### src/rtl/bcd_counter_pkg.sv
// ============================================================================
// Package     : bcd_counter_pkg
// Description : Shared constants and helper functions for the parametrised
//               BCD modulo counter. int_to_bcd builds packed-BCD constants at
//               elaboration time and bcd_valid checks every digit is 0..9.
// Revision    : 1.0  initial release
// ============================================================================
`default_nettype none

package bcd_counter_pkg;

    localparam int BCD_W      = 4;
    localparam int MAX_DIGITS = 4;

    // Convert a binary integer into packed BCD, digit 0 in [3:0]. Digits at
    // or above 'digits' are left at zero.
    function automatic logic [BCD_W*MAX_DIGITS-1:0] int_to_bcd(input int value,
                                                                input int digits);
        logic [BCD_W*MAX_DIGITS-1:0] r;
        int v;
        r = '0;
        v = value;
        for (int i = 0; i < MAX_DIGITS; i++) begin
            if (i < digits) begin
                r[i*BCD_W +: BCD_W] = 4'(v % 10);
                v = v / 10;
            end
        end
        return r;
    endfunction

    // True when each of the low 'digits' nibbles of vec is a legal decimal digit.
    function automatic logic bcd_valid(input logic [BCD_W*MAX_DIGITS-1:0] vec,
                                       input int digits);
        logic ok;
        ok = 1'b1;
        for (int i = 0; i < MAX_DIGITS; i++) begin
            if ((i < digits) && (vec[i*BCD_W +: BCD_W] > 4'd9)) begin
                ok = 1'b0;
            end
        end
        return ok;
    endfunction

endpackage : bcd_counter_pkg

`default_nettype wire

### src/rtl/bcd_digit.sv
// ============================================================================
// Module      : bcd_digit
// Description : One decade cell (0..9) of the BCD counter.
//   clk  in  clock              rst in  async active-high reset -> RST_VAL
//   ci   in  step request       up  in  1 = increment, 0 = decrement
//   clr  in  sync clear to 0    ld  in  sync load of d
//   d    in  digit to load      q   out current digit
//   co   out carry (up, q==9) / borrow (down, q==0) qualified by ci
//   Priority: clr > ld > ci.
// Revision    : 1.0  initial release
// ============================================================================
`default_nettype none

module bcd_digit
    import bcd_counter_pkg::*;
#(
    parameter logic [BCD_W-1:0] RST_VAL = 4'd0
) (
    input  logic             clk,
    input  logic             rst,
    input  logic             ci,
    input  logic             up,
    input  logic             clr,
    input  logic             ld,
    input  logic [BCD_W-1:0] d,
    output logic [BCD_W-1:0] q,
    output logic             co
);

    logic [BCD_W-1:0] digit_q;
    logic [BCD_W-1:0] digit_d;

    always_comb begin
        digit_d = digit_q;
        if (clr) begin
            digit_d = '0;
        end else if (ld) begin
            digit_d = d;
        end else if (ci) begin
            if (up) begin
                digit_d = (digit_q >= 4'd9) ? 4'd0 : digit_q + 4'd1;
            end else begin
                digit_d = (digit_q == 4'd0) ? 4'd9 : digit_q - 4'd1;
            end
        end
    end

    always_ff @(posedge clk or posedge rst) begin
        if (rst) begin
            digit_q <= RST_VAL;
        end else begin
            digit_q <= digit_d;
        end
    end

    // Ripple enable to the next decade: this digit is about to roll over.
    assign co = ci & (up ? (digit_q == 4'd9) : (digit_q == 4'd0));
    assign q  = digit_q;

endmodule : bcd_digit

`default_nettype wire

### src/rtl/bcd_mod_counter.sv
// ============================================================================
// Module      : bcd_mod_counter
// Description : Parametrised synchronous modulo-MODULUS packed-BCD counter
//               with count enable, synchronous validated parallel load and a
//               combinational cascade carry.
//   clk      in   clock (rising edge)
//   rst      in   asynchronous active-high reset, q -> RESET_VAL
//   en       in   count enable (chain from the lower stage's co)
//   dn       in   count direction, 1 = down (only with BCD_COUNTER_DOWN_EN)
//   load     in   synchronous load strobe, priority over en
//   load_val in   BCD value to load
//   q        out  current count, digit 0 in [3:0]
//   co       out  combinational terminal-count carry
//   wrap     out  registered one-cycle pulse after a wrap
//   load_err out  registered one-cycle pulse after a rejected load
// Configuration macro: BCD_COUNTER_DOWN_EN adds the dn port and down counting.
// Revision    : 1.0  initial release
// ============================================================================
`default_nettype none

module bcd_mod_counter
    import bcd_counter_pkg::*;
#(
    parameter int DIGITS    = 2,
    parameter int MODULUS   = 60,
    parameter int RESET_VAL = 0
) (
    input  logic                  clk,
    input  logic                  rst,
    input  logic                  en,
`ifdef BCD_COUNTER_DOWN_EN
    input  logic                  dn,
`endif
    input  logic                  load,
    input  logic [BCD_W*DIGITS-1:0] load_val,
    output logic [BCD_W*DIGITS-1:0] q,
    output logic                  co,
    output logic                  wrap,
    output logic                  load_err
);

    localparam int W = BCD_W * DIGITS;

    localparam logic [BCD_W*MAX_DIGITS-1:0] c_MAX_FULL = int_to_bcd(MODULUS - 1, DIGITS);
    localparam logic [BCD_W*MAX_DIGITS-1:0] c_RST_FULL = int_to_bcd(RESET_VAL, DIGITS);
    localparam logic [W-1:0]                c_MAX_BCD  = c_MAX_FULL[W-1:0];

    logic                       w_dn;
    logic                       w_step;
    logic                       w_term;
    logic                       w_ld_ok;
    logic [BCD_W*MAX_DIGITS-1:0] w_ld_ext;
    logic [W-1:0]               w_q;
    logic [DIGITS-1:0]          w_ci;
    logic [DIGITS-1:0]          w_dco;
    logic                       w_clr;
    logic                       w_ld;
    logic                       w_unused_top_co;

    logic                       wrap_q;
    logic                       load_err_q;

`ifdef BCD_COUNTER_DOWN_EN
    assign w_dn = dn;
`else
    assign w_dn = 1'b0;
`endif

    assign w_step = en & ~load;

    // Both operands are valid BCD here, so a plain unsigned compare of the
    // packed vectors orders them the same as their decimal values.
    always_comb begin
        w_ld_ext         = '0;
        w_ld_ext[W-1:0]  = load_val;
        w_ld_ok          = bcd_valid(w_ld_ext, DIGITS) && (load_val <= c_MAX_BCD);
    end

    assign w_term = w_dn ? (w_q == '0) : (w_q == c_MAX_BCD);
    assign co     = w_step & w_term;

    // Wrapping is done by forcing all digits at once rather than letting the
    // decade ripple run, because MODULUS need not be a power of ten.
    assign w_clr = (load & ~w_ld_ok) | (co & ~w_dn);
    assign w_ld  = (load &  w_ld_ok) | (co &  w_dn);

    generate
        for (genvar i = 0; i < DIGITS; i++) begin : g_digit
            if (i == 0) begin : g_first
                assign w_ci[i] = w_step;
            end else begin : g_chain
                assign w_ci[i] = w_dco[i-1];
            end

            bcd_digit #(
                .RST_VAL (c_RST_FULL[i*BCD_W +: BCD_W])
            ) u_digit (
                .clk (clk),
                .rst (rst),
                .ci  (w_ci[i]),
                .up  (~w_dn),
                .clr (w_clr),
                .ld  (w_ld),
                .d   (load ? load_val[i*BCD_W +: BCD_W] : c_MAX_BCD[i*BCD_W +: BCD_W]),
                .q   (w_q[i*BCD_W +: BCD_W]),
                .co  (w_dco[i])
            );
        end
    endgenerate

    // The top decade's carry has no consumer; wrap is decided by the modulus compare.
    assign w_unused_top_co = w_dco[DIGITS-1];

    always_ff @(posedge clk or posedge rst) begin
        if (rst) begin
            wrap_q     <= 1'b0;
            load_err_q <= 1'b0;
        end else begin
            wrap_q     <= co;
            load_err_q <= load & ~w_ld_ok;
        end
    end

    assign q        = w_q;
    assign wrap     = wrap_q;
    assign load_err = load_err_q;

endmodule : bcd_mod_counter

`default_nettype wire

### config.mk
export PLATFORM = sky130hd
export DESIGN_NAME = bcd_mod_counter
export DESIGN_NICKNAME = d
export VERILOG_FILES = /design/src/rtl/bcd_counter_pkg.sv /design/src/rtl/bcd_digit.sv /design/src/rtl/bcd_mod_counter.sv
export SDC_FILE = /design/constraint.sdc
export NUM_CORES = 1
export LEC_CHECK = 0
export ABC_AREA = 0
export BUFFER_PORTS_ARGS = -buffer_cell sky130_fd_sc_hd__buf_2
export CELL_PAD_IN_SITES_DETAIL_PLACEMENT = 1
export CELL_PAD_IN_SITES_GLOBAL_PLACEMENT = 2
export CORE_MARGIN = 2
export CORE_UTILIZATION = 28
export DETAILED_ROUTE_END_ITERATION = 6
export GPL_TIMING_DRIVEN = 0
export PLACE_DENSITY_LB_ADDON = 0.1
export SLEW_MARGIN = 20
export SYNTH_ARGS = -nofsm -noshare
export SYNTH_HDL_FRONTEND = slang
export SYNTH_SLANG_ARGS = --single-unit
### constraint.sdc
create_clock -name clk -period 1.8 [get_ports clk]
set_clock_uncertainty 0.1 [all_clocks]
set_input_delay 0.09 -clock clk [delete_from_list [all_inputs] [get_ports clk]]
set_output_delay 0.09 -clock clk [all_outputs]
set_load 0.02 [all_outputs]
* Word-level counts from Yosys, hierarchy flattened *
Index checks and enable logic that the tools add are counted.

operators by class
  eq/ne operators = 2
  bitwise logic cells = 8
  $add $sub $neg = 2
  multiplexer cells = 12
  reduce and logical (&&, ||, !) cells = 3
  magnitude comparators = 5

operators with widths
  kind                 count
  $mux 4               10
  $add 4x1->4 const B  2
  $eq 8x7->1 const B   1
  $ge 4x4->1 const B   2
  $gt 4x4->1 const B   2
  $le 8x7->1 const B   1
  $reduce_bool 3->1    2
  $and 1x1->1          5
  $eq 4x4->1 const B   1
  $mux 1               2
  $not 1->1            2
  $logic_and 1x1->1    1
  $or 1x1->1           1

word-level totals
  input bits = 12
  output and inout port bits = 11
  register bits after elaboration = 10
  word-level logic and storage cells = 36

* Longest topological paths before layout *
  depth after elaboration = 8
  depth in mapped cells = 6
  depth with buffers taken out = 6

* Cells and area by module *
Synthesis repeated with hierarchy kept, for this count alone.

second synthesis, totals
  cells, all modules = 137
  area, all modules = 1,086.0 um2

by module, submodules not included
  module           cells each  area an instance (um2)  sequential area each (um2)  instances
  bcd_digit        57          449.2                   100.1                       2
  bcd_mod_counter  23          187.7                   50.0                        1

* Worst setup path after synthesis *
No wires, ideal clock.

  path kind = flip-flop to flip-flop
  start point = register g_digit[1].u_digit.digit_q[1]
  end point = register g_digit[1].u_digit.digit_q[2]
  clock period less this slack = 1.713 ns
  stages on the path, launching flop included = 7
  arrival = 1.513 ns
  setup time = 0.101 ns
  buffers on the path = 0
  data required time = 1.599 ns
  slack = 0.087 ns
  path through = dfrtp_1 inv_1 ha_1 or3b_1 nand2_1 a31oi_1 o32ai_1

on the way
  word-level cells in the longest chain between the ends = 5
  elaborated cells on any way between the ends = 10
  those cells by class = add/sub (1); order compare (1); eq/ne (1); mux (4); bitwise (2); reduce/logical (1)

RTL lines
  what                                       RTL line         text
  from (decl)                                bcd_digit.sv:30  logic [BCD_W-1:0] digit_q;
  from (signal assigned)                     bcd_digit.sv:52  digit_q <= digit_d;
  $add 4x1->4 or $ge 4x4->1 (tied branches)  bcd_digit.sv:41  digit_d = (digit_q >= 4'd9) ? 4'd0 : digit_q + 4'd1;
  $mux 4                                     bcd_digit.sv:41
  $mux 4                                     bcd_digit.sv:39  end else if (ci) begin
  $mux 4                                     bcd_digit.sv:37  end else if (ld) begin
  $mux 4                                     bcd_digit.sv:35  if (clr) begin

Several ways; a longest one is shown, not always the timed one. The select of a mux whose other input is x is not followed.
A chain may end at the register's enable or synchronous reset.

* Final worst setup path *
  start point = register g_digit[0].u_digit.digit_q[1]
  end point = register g_digit[0].u_digit.digit_q[2]

on the way
  word-level cells in the longest chain between the ends = 5
  elaborated cells on any way between the ends = 10
  those cells by class = add/sub (1); order compare (1); eq/ne (1); mux (4); bitwise (2); reduce/logical (1)

RTL lines
  what                                       RTL line
  from (decl)                                bcd_digit.sv:30
  from (signal assigned)                     bcd_digit.sv:52
  $add 4x1->4 or $ge 4x4->1 (tied branches)  bcd_digit.sv:41
  $mux 4                                     bcd_digit.sv:41
  $mux 4                                     bcd_digit.sv:39
  $mux 4                                     bcd_digit.sv:37
  $mux 4                                     bcd_digit.sv:35

Several ways; a longest one is shown, not always the timed one. The select of a mux whose other input is x is not followed.

==> flow_summary.toml <==
[worst_setup_path]
critical_path_class = "reg2reg"
critical_path_required_ns = 1.89
critPathCaptureType = "flop"
crit_arrival_ns = 1.80
crit_fanout = 5
start_kind = "flop"

[sta]
period_needed_ns = 1.71
hold_violations = 0
rsz0062_at_grt = "no"
setup_viol = 0
max_freq_mhz = 585
whs_ns = 0.0178
slew_headroom_pct = 74.1
slew_viol_final = 0
worst_pin_slew_ns = 0.388
setup-tns-final_ns = 0
finalCritPeriodShare_pct = 94.9

[die]
placementRows = 18
start_util_pct = 29.1
die-area_um2 = 2950
coreArea_um2 = 2430
die_h_um = 54.3
fp.dieW_um = 54.3
io_pins = 23

[power]
p_total_w = 0.000693
leakage_nw = 0.459
power_density_nw_per_um2 = 746
peakVddDrop_mv = 0.325

[routing]
drt_pass1_iterations = 4
vias = 683
drtAntennaViolNets = 0
drc = 0
drtIter0Drc = 3
via_per_inst = 5.14
wirelength_mm = 2.01
routedWlPerCell_um = 15.1

[layout]
nNetsFinal = 123
drive_above_1_share_pct = 42.7
syn2layout_area_growth_pct = 31.3
num_antenna_cells = 0

[yosys]
yosysSeqAreaShare_pct = 35.3
netlist_instances = 75
synthesis.nets = 93
ys_ff_latch = 10
synthTopCellsByArea = "dfrtp_1 (35%), ha_1 (11%), o21ai_1 (5.7%), a22oi_1 (5.3%), nand2_1 (4.8%)"
yosysWarnings = 0
netlist.area_leader.share_pct = 35.3
synth_area_um2 = 708
syn_avg_cell_area_um2 = 9.44
synth.distinct_cells = 31
yosysTopAreaCell = "dfrtp_1"

[clock_network]
cts_sinks = 10
cts_made_buffers = 3
cts_max_level = 1
clk_pin_slew_worst_paths_ns = 0.07
tritoncts = "done"
cts_max_path_buffers = 2
clkLatencyLatePin_ns = 0.27
cts_root_buffer = "clkbuf_4"

[grt]
antenna_found_initial = 0
gr-usage-met3_pct = 2.73
grt_max_degree = 11
grt_overflow = 0
grt_use_total_pct = 15.5
gr-usage-met1_pct = 17.5
grt_pass1_vias = 635
use_met2_pct = 26.5
busiest_layer = "met2"
grt_first_pass_wirelength_mm = 3.06

[placed_design]
port_buffers = 22
hpwl_mm = 1.52
gp_congestion = 0.694

[worst_hold_path]
hold_class = "in2reg"

[flow_run]
maxCapViolations = 0

[outcome]
status = "finished clean"
layout by cell type, fill, tap and decap left out, types with 2 or more instances in the layout:
| cell | count |
|---|---|
| and3b_2 | 2 |
| buf_4 | 3 |
| dfrtp_2 | 3 |
| o21ai_1 | 8 |
| a32oi_2 | 2 |
| inv_1 | 7 |
| a21oi_1 | 2 |
| buf_2 | 22 |
| nand2_1 | 9 |
| ha_1 | 6 |
| mux2i_1 | 2 |
| clkbuf_4 | 3 |
| a31oi_1 | 2 |
| a22oi_1 | 5 |
| a21oi_2 | 2 |
| and2b_2 | 2 |
| dfrtp_1 | 7 |
logic make-up (layout without fill, tap and decap cells):
group                    count (synthesis)  in the layout  synth area share (%)
XOR/XNOR                                 1              1                  1.24
buffers and inverters                    8             36                  4.42
multiplexers                             2              2                  2.83
AND/OR/NAND/NOR                         21             21                  17.8
adder cells (fa/ha/maj)                  6              6                  10.6
AO/OA/AOI/OAI                           27             27                  27.7
flip-flops                              10             10                  35.3
synthesized netlist by cell type:
cell and instances:
and2b_1 1, ha_1 6, a32oi_2 1, a21boi_0 1, a32oi_1 1, a311o_1 1, o21ai_2 1, a21oi_2 2
dfrtp_1 10, a21bo_2 1, nand3_1 1, a31o_2 1, a22oi_1 5, and3_1 1, a21oi_1 2, nor2_1 1
and2b_2 1, nand3b_1 1, xor2_1 1, nand2_1 9, mux2i_1 2, buf_2 1, and3b_1 1, and3b_2 1
or3b_1 2, o32ai_1 1, a31oi_1 2, nor3b_1 1, inv_1 7, o21ai_1 8, nand3_2 1
critical path, cell delays in order (launching register included):
cell and delay (ns):
dfrtp_2 0.41, inv_1 0.07, ha_1 0.19, or3b_1 0.38, a32oi_2 0.23, a22oi_1 0.12
o21ai_1 0.14
metrics by stage:
| stage | std cells | util [%] | area, µm² | setup WS [ns] |
|---|---|---|---|---|
| 2_1_floorplan | 75 | - | 708 | 0.0867 |
| 3_3_place_gp | 127 | 35.2 | 856 | 0.0397 |
| 3_5_place_dp | 127 | 35.2 | 856 | 0.0320 |
| 4_1_cts | 131 | 36.5 | 888 | 0.0125 |
| 5_1_grt | 133 | 38.2 | 930 | 0.000232 |
| 6_report | 133 | 38.2 | 930 | 0.0915 |
power breakdown:
| part | internal [W] | leakage [nW] | switching [W] |
|---|---|---|---|
| Clock | 0.0000774 | 0.0138 | 0.0000796 |
| Sequential | 0.000250 | 0.129 | 0.0000321 |
| Combinational | 0.000111 | 0.317 | 0.000143 |
| Total | 0.000439 | 0.459 | 0.000254 |
cell type report:
| type | count | area, µm² |
|---|---|---|
| Buffer | 1 | 5.00 |
| Clock buffer | 3 | 22.5 |
| Fill cell | 299 | 1500 |
| Inverter | 7 | 26.3 |
| Multi-Input combinational cell | 57 | 447 |
| Sequential cell | 10 | 254 |
| Tap cell | 30 | 37.5 |
| Timing Repair Buffer | 25 | 138 |
metal layers:
metal	vias to the layer above	share of wire (%)
met5	-	0
met4	0	3.0
met3	7	3.3
met2	19	48
met1	323	45
li1	334	-
sequential cells by signal, summed over array words and instances, names as in the netlist:
register / count
g_digit.u_digit.q: 8
load_err: 1
wrap: 1
what timing repair did:
action,CTS,global route
gates resized for setup,0,9
hold buffers,1,0
setup buffers,0,2
setup endpoints to repair,0,7
hold endpoints to repair,10,0
path summary, 6_finish.rpt:
| kind | cells past startpoint | end | slack [ns] | start |
|---|---|---|---|---|
| min in group asynchronous | 3 | g_digit[0].u_digit.q[3] | 0.27 | rst |
| worst max-delay path | 6 | g_digit[0].u_digit.q[2] | 0.09 | g_digit[0].u_digit.q[1] |
| max in group asynchronous | 3 | g_digit[0].u_digit.q[1] | 1.03 | rst |
| worst min register to register | 2 | g_digit[0].u_digit.q[1] | 0.47 | g_digit[0].u_digit.q[1] |
| worst max register to register | 6 | g_digit[0].u_digit.q[2] | 0.09 | g_digit[0].u_digit.q[1] |
| worst min-delay path | 3 | g_digit[1].u_digit.q[0] | 0.02 | load_val[4] |
No activity file was read; power rests on OpenSTA's default activity.
